**src/rtl/coin_pkg.sv**
```systemverilog
// Shared constants and helpers for the coin array.
// Default sprite/hitbox sizes and saturating score add.
package coin_pkg;

  localparam int COIN_W_D   = 16;
  localparam int COIN_H_D   = 28;
  localparam int PLAYER_W_D = 16;
  localparam int PLAYER_H_D = 32;

  function automatic logic [7:0] sat_add8(
    input logic [7:0] a,
    input logic [7:0] b
  );
    logic [8:0] s;
    s = {1'b0, a} + {1'b0, b};
    return s[8] ? 8'hFF : s[7:0];
  endfunction

endpackage

```
**src/rtl/coin_slot.sv**
```systemverilog
// One coin slot: alive flag, animation, respawn timer,
// player overlap test and pixel hit/offset.
module coin_slot
  import coin_pkg::*;
#(
  parameter int N_FRAMES      = 3,
  parameter int FRAME_HOLD    = 4,
  parameter int RESPAWN_TICKS = 0,
  parameter int CX            = 400,
  parameter int COIN_Y        = 300,
  parameter int COIN_W        = COIN_W_D,
  parameter int COIN_H        = COIN_H_D,
  parameter int PLAYER_W      = PLAYER_W_D,
  parameter int PLAYER_H      = PLAYER_H_D,
  parameter int FW            = 2,
  parameter int SXW           = 4,
  parameter int SYW           = 5
) (
  input  logic           i_clk,
  input  logic           i_rst,
  input  logic           i_tick,
  input  logic [9:0]     i_px,
  input  logic [9:0]     i_py,
  input  logic [10:0]    i_wx,
  input  logic [10:0]    i_wy,
  output logic           o_alive,
  output logic [FW-1:0]  o_frame,
  output logic           o_eat,
  output logic           o_hit,
  output logic [SXW-1:0] o_sx,
  output logic [SYW-1:0] o_sy
);

  localparam logic [10:0]   L_CX   = 11'(CX);
  localparam logic [10:0]   L_CXE  = 11'(CX + COIN_W - 1);
  localparam logic [10:0]   L_CY   = 11'(COIN_Y);
  localparam logic [10:0]   L_CYE  = 11'(COIN_Y + COIN_H - 1);
  localparam logic [7:0]    L_HMAX = 8'(FRAME_HOLD - 1);
  localparam logic [FW-1:0] L_FMAX = FW'(N_FRAMES - 1);
  localparam logic [15:0]   L_RMAX = 16'(RESPAWN_TICKS - 1);

  logic          r_alive;
  logic [FW-1:0] r_frame;
  logic [7:0]    r_hold;
  logic [15:0]   r_resp;

  logic [10:0] w_px;
  logic [10:0] w_py;
  logic        w_ov;

  assign w_px = {1'b0, i_px};
  assign w_py = {1'b0, i_py};

  assign w_ov = (L_CX < w_px + 11'(PLAYER_W))
             && (w_px < L_CX + 11'(COIN_W))
             && (L_CY < w_py + 11'(PLAYER_H))
             && (w_py < L_CY + 11'(COIN_H));

  assign o_eat   = i_tick & r_alive & w_ov;
  assign o_alive = r_alive;
  assign o_frame = r_frame;

  assign o_hit = r_alive
              && (i_wx >= L_CX) && (i_wx <= L_CXE)
              && (i_wy >= L_CY) && (i_wy <= L_CYE);
  assign o_sx  = o_hit ? SXW'(i_wx - L_CX) : '0;
  assign o_sy  = o_hit ? SYW'(i_wy - L_CY) : '0;

  // Slot state: eat, animate or count down to respawn on tick.
  always_ff @(posedge i_clk) begin
    if (i_rst) begin
      r_alive <= 1'b1;
      r_frame <= '0;
      r_hold  <= '0;
      r_resp  <= '0;
    end else if (i_tick) begin
      if (r_alive) begin
        if (w_ov) begin
          r_alive <= 1'b0;
          r_frame <= '0;
          r_hold  <= '0;
          r_resp  <= '0;
        end else if (r_hold == L_HMAX) begin
          r_hold  <= '0;
          r_frame <= (r_frame == L_FMAX) ? '0 : r_frame + 1'b1;
        end else begin
          r_hold <= r_hold + 8'd1;
        end
      end else if (RESPAWN_TICKS != 0) begin
        if (r_resp == L_RMAX) begin
          r_alive <= 1'b1;
          r_resp  <= '0;
        end else begin
          r_resp <= r_resp + 16'd1;
        end
      end
    end
  end

endmodule

```
**src/rtl/coin_array.sv**
```systemverilog
// Row of collectible spinning coins: frame tick, scoring,
// and lowest-index-wins pixel selection for the renderer.
module coin_array
  import coin_pkg::*;
#(
  parameter int N_COINS       = 4,
  parameter int N_FRAMES      = 3,
  parameter int FRAME_HOLD    = 4,
  parameter int RESPAWN_TICKS = 0,
  parameter int COIN_X_BASE   = 400,
  parameter int COIN_SPACING  = 40,
  parameter int COIN_Y        = 300,
  parameter int COIN_W        = COIN_W_D,
  parameter int COIN_H        = COIN_H_D,
  parameter int PLAYER_W      = PLAYER_W_D,
  parameter int PLAYER_H      = PLAYER_H_D,
  localparam int SW  = (N_COINS > 1) ? $clog2(N_COINS) : 1,
  localparam int FW  = $clog2(N_FRAMES),
  localparam int SXW = $clog2(COIN_W),
  localparam int SYW = $clog2(COIN_H)
) (
  input  logic               Clk,
  input  logic               Reset,
  input  logic               frame_clk,
  input  logic [9:0]         DrawX,
  input  logic [9:0]         DrawY,
  input  logic [9:0]         process,
  input  logic [9:0]         player_x,
  input  logic [9:0]         player_y,
  output logic               coin_on,
  output logic [SW-1:0]      coin_sel,
  output logic [FW-1:0]      coin_frame,
  output logic [SXW-1:0]     sprite_x,
  output logic [SYW-1:0]     sprite_y,
  output logic [N_COINS-1:0] alive_mask,
  output logic               eat_pulse,
  output logic [7:0]         score
);

  logic        r_fc;
  logic        r_fc_q;
  logic        r_eat_pulse;
  logic [7:0]  r_score;

  logic               w_tick;
  logic [10:0]        w_wx;
  logic [10:0]        w_wy;
  logic [7:0]         w_cnt;
  logic [N_COINS-1:0] w_alive;
  logic [N_COINS-1:0] w_eat;
  logic [N_COINS-1:0] w_hit;
  logic [FW-1:0]      w_frame [N_COINS];
  logic [SXW-1:0]     w_sx    [N_COINS];
  logic [SYW-1:0]     w_sy    [N_COINS];

  assign w_tick = r_fc & ~r_fc_q;
  assign w_wx   = {1'b0, DrawX} + {1'b0, process};
  assign w_wy   = {1'b0, DrawY};

  for (genvar g = 0; g < N_COINS; g++) begin : g_slot
    coin_slot #(
      .N_FRAMES      (N_FRAMES),
      .FRAME_HOLD    (FRAME_HOLD),
      .RESPAWN_TICKS (RESPAWN_TICKS),
      .CX            (COIN_X_BASE + g * COIN_SPACING),
      .COIN_Y        (COIN_Y),
      .COIN_W        (COIN_W),
      .COIN_H        (COIN_H),
      .PLAYER_W      (PLAYER_W),
      .PLAYER_H      (PLAYER_H),
      .FW            (FW),
      .SXW           (SXW),
      .SYW           (SYW)
    ) u_slot (
      .i_clk   (Clk),
      .i_rst   (Reset),
      .i_tick  (w_tick),
      .i_px    (player_x),
      .i_py    (player_y),
      .i_wx    (w_wx),
      .i_wy    (w_wy),
      .o_alive (w_alive[g]),
      .o_frame (w_frame[g]),
      .o_eat   (w_eat[g]),
      .o_hit   (w_hit[g]),
      .o_sx    (w_sx[g]),
      .o_sy    (w_sy[g])
    );
  end

  // Number of slots eaten on the current tick.
  always_comb begin
    w_cnt = '0;
    for (int i = 0; i < N_COINS; i++) begin
      w_cnt = w_cnt + 8'(w_eat[i]);
    end
  end

  // Frame strobe edge detect, score and eat pulse.
  always_ff @(posedge Clk) begin
    if (Reset) begin
      r_fc        <= 1'b0;
      r_fc_q      <= 1'b0;
      r_eat_pulse <= 1'b0;
      r_score     <= '0;
    end else begin
      r_fc        <= frame_clk;
      r_fc_q      <= r_fc;
      r_eat_pulse <= |w_eat;
      if (|w_eat) begin
        r_score <= sat_add8(r_score, w_cnt);
      end
    end
  end

  // Pixel mux: scan downward so the lowest live index wins.
  always_comb begin
    coin_on    = 1'b0;
    coin_sel   = '0;
    coin_frame = '0;
    sprite_x   = '0;
    sprite_y   = '0;
    for (int i = N_COINS - 1; i >= 0; i--) begin
      if (w_hit[i]) begin
        coin_on    = 1'b1;
        coin_sel   = SW'(i);
        coin_frame = w_frame[i];
        sprite_x   = w_sx[i];
        sprite_y   = w_sy[i];
      end
    end
  end

  assign alive_mask = w_alive;
  assign eat_pulse  = r_eat_pulse;
  assign score      = r_score;

endmodule

```
**config.mk**
```make
export PLATFORM = sky130hd
export DESIGN_NAME = coin_array
export DESIGN_NICKNAME = d
export VERILOG_FILES = /design/src/rtl/coin_pkg.sv /design/src/rtl/coin_slot.sv /design/src/rtl/coin_array.sv
export SDC_FILE = /design/constraint.sdc
export NUM_CORES = 1
export LEC_CHECK = 0
export CAP_MARGIN = 15
export CORE_ASPECT_RATIO = 0.75
export CORE_MARGIN = 1.5
export CORE_UTILIZATION = 54
export CTS_BUF_LIST = sky130_fd_sc_hd__clkbuf_8
export DETAILED_ROUTE_END_ITERATION = 7
export PLACE_DENSITY = 0.84
export SYNTH_ARGS = -nofsm -noshare
export SYNTH_HDL_FRONTEND = slang
export SYNTH_SLANG_ARGS = --single-unit
```
**constraint.sdc**
```tcl
create_clock -name Clk -period 4.32 [get_ports Clk]
set_clock_uncertainty 0.05 [all_clocks]
set_input_delay 0.432 -clock Clk [delete_from_list [all_inputs] [get_ports Clk]]
set_output_delay 0.432 -clock Clk [all_outputs]
set_load 0.02 [all_outputs]
```
==> run metrics <==
Mapped Area 3890 um2; slowest CP cell clkdlybuf4s50_1; #FFs+latches synth 55; Skew-Pair Late Insertion Delay 0.31 ns; cells after synthesis 488; Die W 101 um; via count 3945; Post-synth ARST share 0; library cells used by synthesis 60; status finished clean; CTS tree built; 1st-iter DRT viols 299; critical path fanouts, max 4; PostCTS Resize Cnt 0; worst min path class reg -> reg; maxcap violations 0; post-CTS setup buffers 0; most frequent cells after synthesis nor2_1 (64), dfxtp_1 (55), nand2_1 (44); Root Driver clkbuf_8; largest cells by area after synthesis dfxtp_1 (28%), ha_1 (6.7%), nor2_1 (6.2%); biggest area consumer among synthesized cells dfxtp_1; Reg-to-Reg End score[4]$_SDFFE_PP0P_; CP startpoint DrawX[0]; Total Routing Usage GR 0.254; WP data required 3.84 ns; YS warnings 0; critical path type in -> out; HPWL after DPL 7590 um; clk buf depth 2; first-pass GRT wire length 16100 um; Setup TNS 0 ns; initial antenna violation count 0; # diodes 0; reg2reg start r_fc$_SDFF_PP0_; drt total wl 10100 um; CP peak stage delay 0.64 ns; Vias/cell 5.88; most used cell, CP clkdlybuf4s50_1; vias in the first global route 3578; Mean Syn Cell Area 7.98 um2; Final WS setup 0.154 ns; peak supply drop 0.235 mV; worst reg2reg path depth 14; Power Density 227 nW/um2; final core occ 0.734; count leader, synth nor2_1; area share of the largest cell type after synthesis 0.283; Worst Path Arrival 3.68 ns; multi-input logic area 2670 um2; leakage power 2.10 nW; CP Capture Type primary output; Main synth FF type dfxtp_1; post-route DRC violation count 0; syn_nets 566; IO Port Bufs 79; final hold slack 0.421 ns; share of layout cells above drive strength 1 0.0925; Top Layer Used met4; Final Critical Period 4.17 ns; Antenna Violating Nets Remaining 0; hold-fix buffers at CTS 0; initial core utilization 0.565; largest net degree at the start of global routing 32; met2 WL 4800 um; H-tree Lvls 2; CP Cell Sequence clkdlybuf4s50_1 -> ha_1 -> fa_1 -> buf_4 -> nand3_1 -> a21oi_1 -> a211oi_1 -> o211ai_1 -> or4_1 -> o21ai_0 -> clkdlybuf4s50_1; Setup crit end coin_sel[1]; clk slew on worst S/H paths 0.10 ns; Slew Limit Fails 0; reg-to-reg slack, setup 1.03 ns; sequential share of the synthesized area 0.283; final setup vio count 0; row count 26; max_slew headroom 0.599; met3 routed WL 741 um; CTS Buf Count 5; Final Cycle Share 0.964; Post-synth EDFFs 0; Die Footprint 7740 um2; filler instances 548; clk sink count 55; fmax 240 MHz; first-pass detailed-route iteration total 6; GRT Residual Overflow 0; pre-CTS setup slack -0.113 ns; post-DR wirelength/cell 15.1 um; power consumption 1.15 mW; core region area 6900 um2; Layout area overhead 29.9%; layout net count 650; I/O pin count 80; sequential cell area 1100 um2; chip height 76.6 um; DRT met1 WL 4450 um; RSZ-0062 raised after global routing no; final hold vios 0; Final GP Congestion 0.925; Slew @ Worst Pin 0.586 ns; Worst setup SP type input port
-- cells in the final DEF, fill, tap and decap left out, types with 14 or more instances in the layout --
| cell type | count |
|---|---|
| inv_1 | 19 |
| buf_4 | 21 |
| nand2_1 | 44 |
| nand4_1 | 14 |
| nor3_1 | 17 |
| nor2_1 | 64 |
| nand3_1 | 21 |
| o21ai_0 | 14 |
| dfxtp_1 | 55 |
| a21oi_1 | 20 |
| ha_1 | 21 |
| xor2_1 | 22 |
| clkdlybuf4s50_1 | 67 |
-- worst max-delay path, delay by kind of cell --
family	cells	cell delay, ns
adder cells (fa/ha/maj)	2	0.68
AO/OA/AOI/OAI	4	0.65
AND/OR/NAND/NOR	2	0.69
buffers and inverters	3	1.21
-- stage by stage --
step | cell area, um2 | instances
after CTS | 4970 | 671
after floorplan | 3890 | 488
final | 5060 | 671
after global placement | 4850 | 663
after global routing | 5060 | 671
after detailed placement | 4850 | 663
-- state kept, by name, summed over array words and instances (netlist names) --
register,cells
score,8
r_fc_q,1
r_fc,1
eat_pulse,1
g_slot.u_slot.o_alive,4
g_slot.u_slot.o_frame,8
g_slot.u_slot.r_hold,32
-- area by class of cell --
class,instances,area share
repair buffers,100,0.193
flip-flops and latches,55,0.218
multi-input cells,391,0.527
clock buffers,6,0.0163
inverters,19,0.0141
well taps,98,0.0242
clock inverters,2,0.00767
-- how the worst min path moves through the flow --
stage / to / slack (ns) / startpoint / cells past startpoint
floorplan: r_fc_q$_SDFF_PP0_ / 0.38 / r_fc$_SDFF_PP0_ / 1
global placement: r_fc_q$_SDFF_PP0_ / 0.39 / r_fc$_SDFF_PP0_ / 1
detailed placement: r_fc_q$_SDFF_PP0_ / 0.40 / r_fc$_SDFF_PP0_ / 1
CTS: r_fc_q$_SDFF_PP0_ / 0.42 / r_fc$_SDFF_PP0_ / 1
global route: r_fc_q$_SDFF_PP0_ / 0.45 / r_fc$_SDFF_PP0_ / 1
finish: r_fc_q$_SDFF_PP0_ / 0.42 / r_fc$_SDFF_PP0_ / 1
-- where the power goes --
group / switching [mW] / internal, mW / total (mW)
Combinational: 0.142 / 0.124 / 0.266
Sequential: 0.00578 / 0.513 / 0.518
Clock: 0.174 / 0.191 / 0.365
-- per-layer routing --
layer | track usage | vias up
met5 | 0 | -
met4 | 0.0458 | 0
met3 | 0.0495 | 19
met2 | 0.425 | 166
met1 | 0.342 | 1847
li1 | - | 1913
-- kinds of logic after synthesis --
group,Yosys count,synth area share
xor+xnor,34,0.0765
fa+ha+maj,25,0.0880
simple gates,225,0.295
mux,4,0.0103
buf+inv,42,0.0482
compound gates,103,0.199
flops,55,0.283
Note: power is estimated with default switching activity, not from simulation.
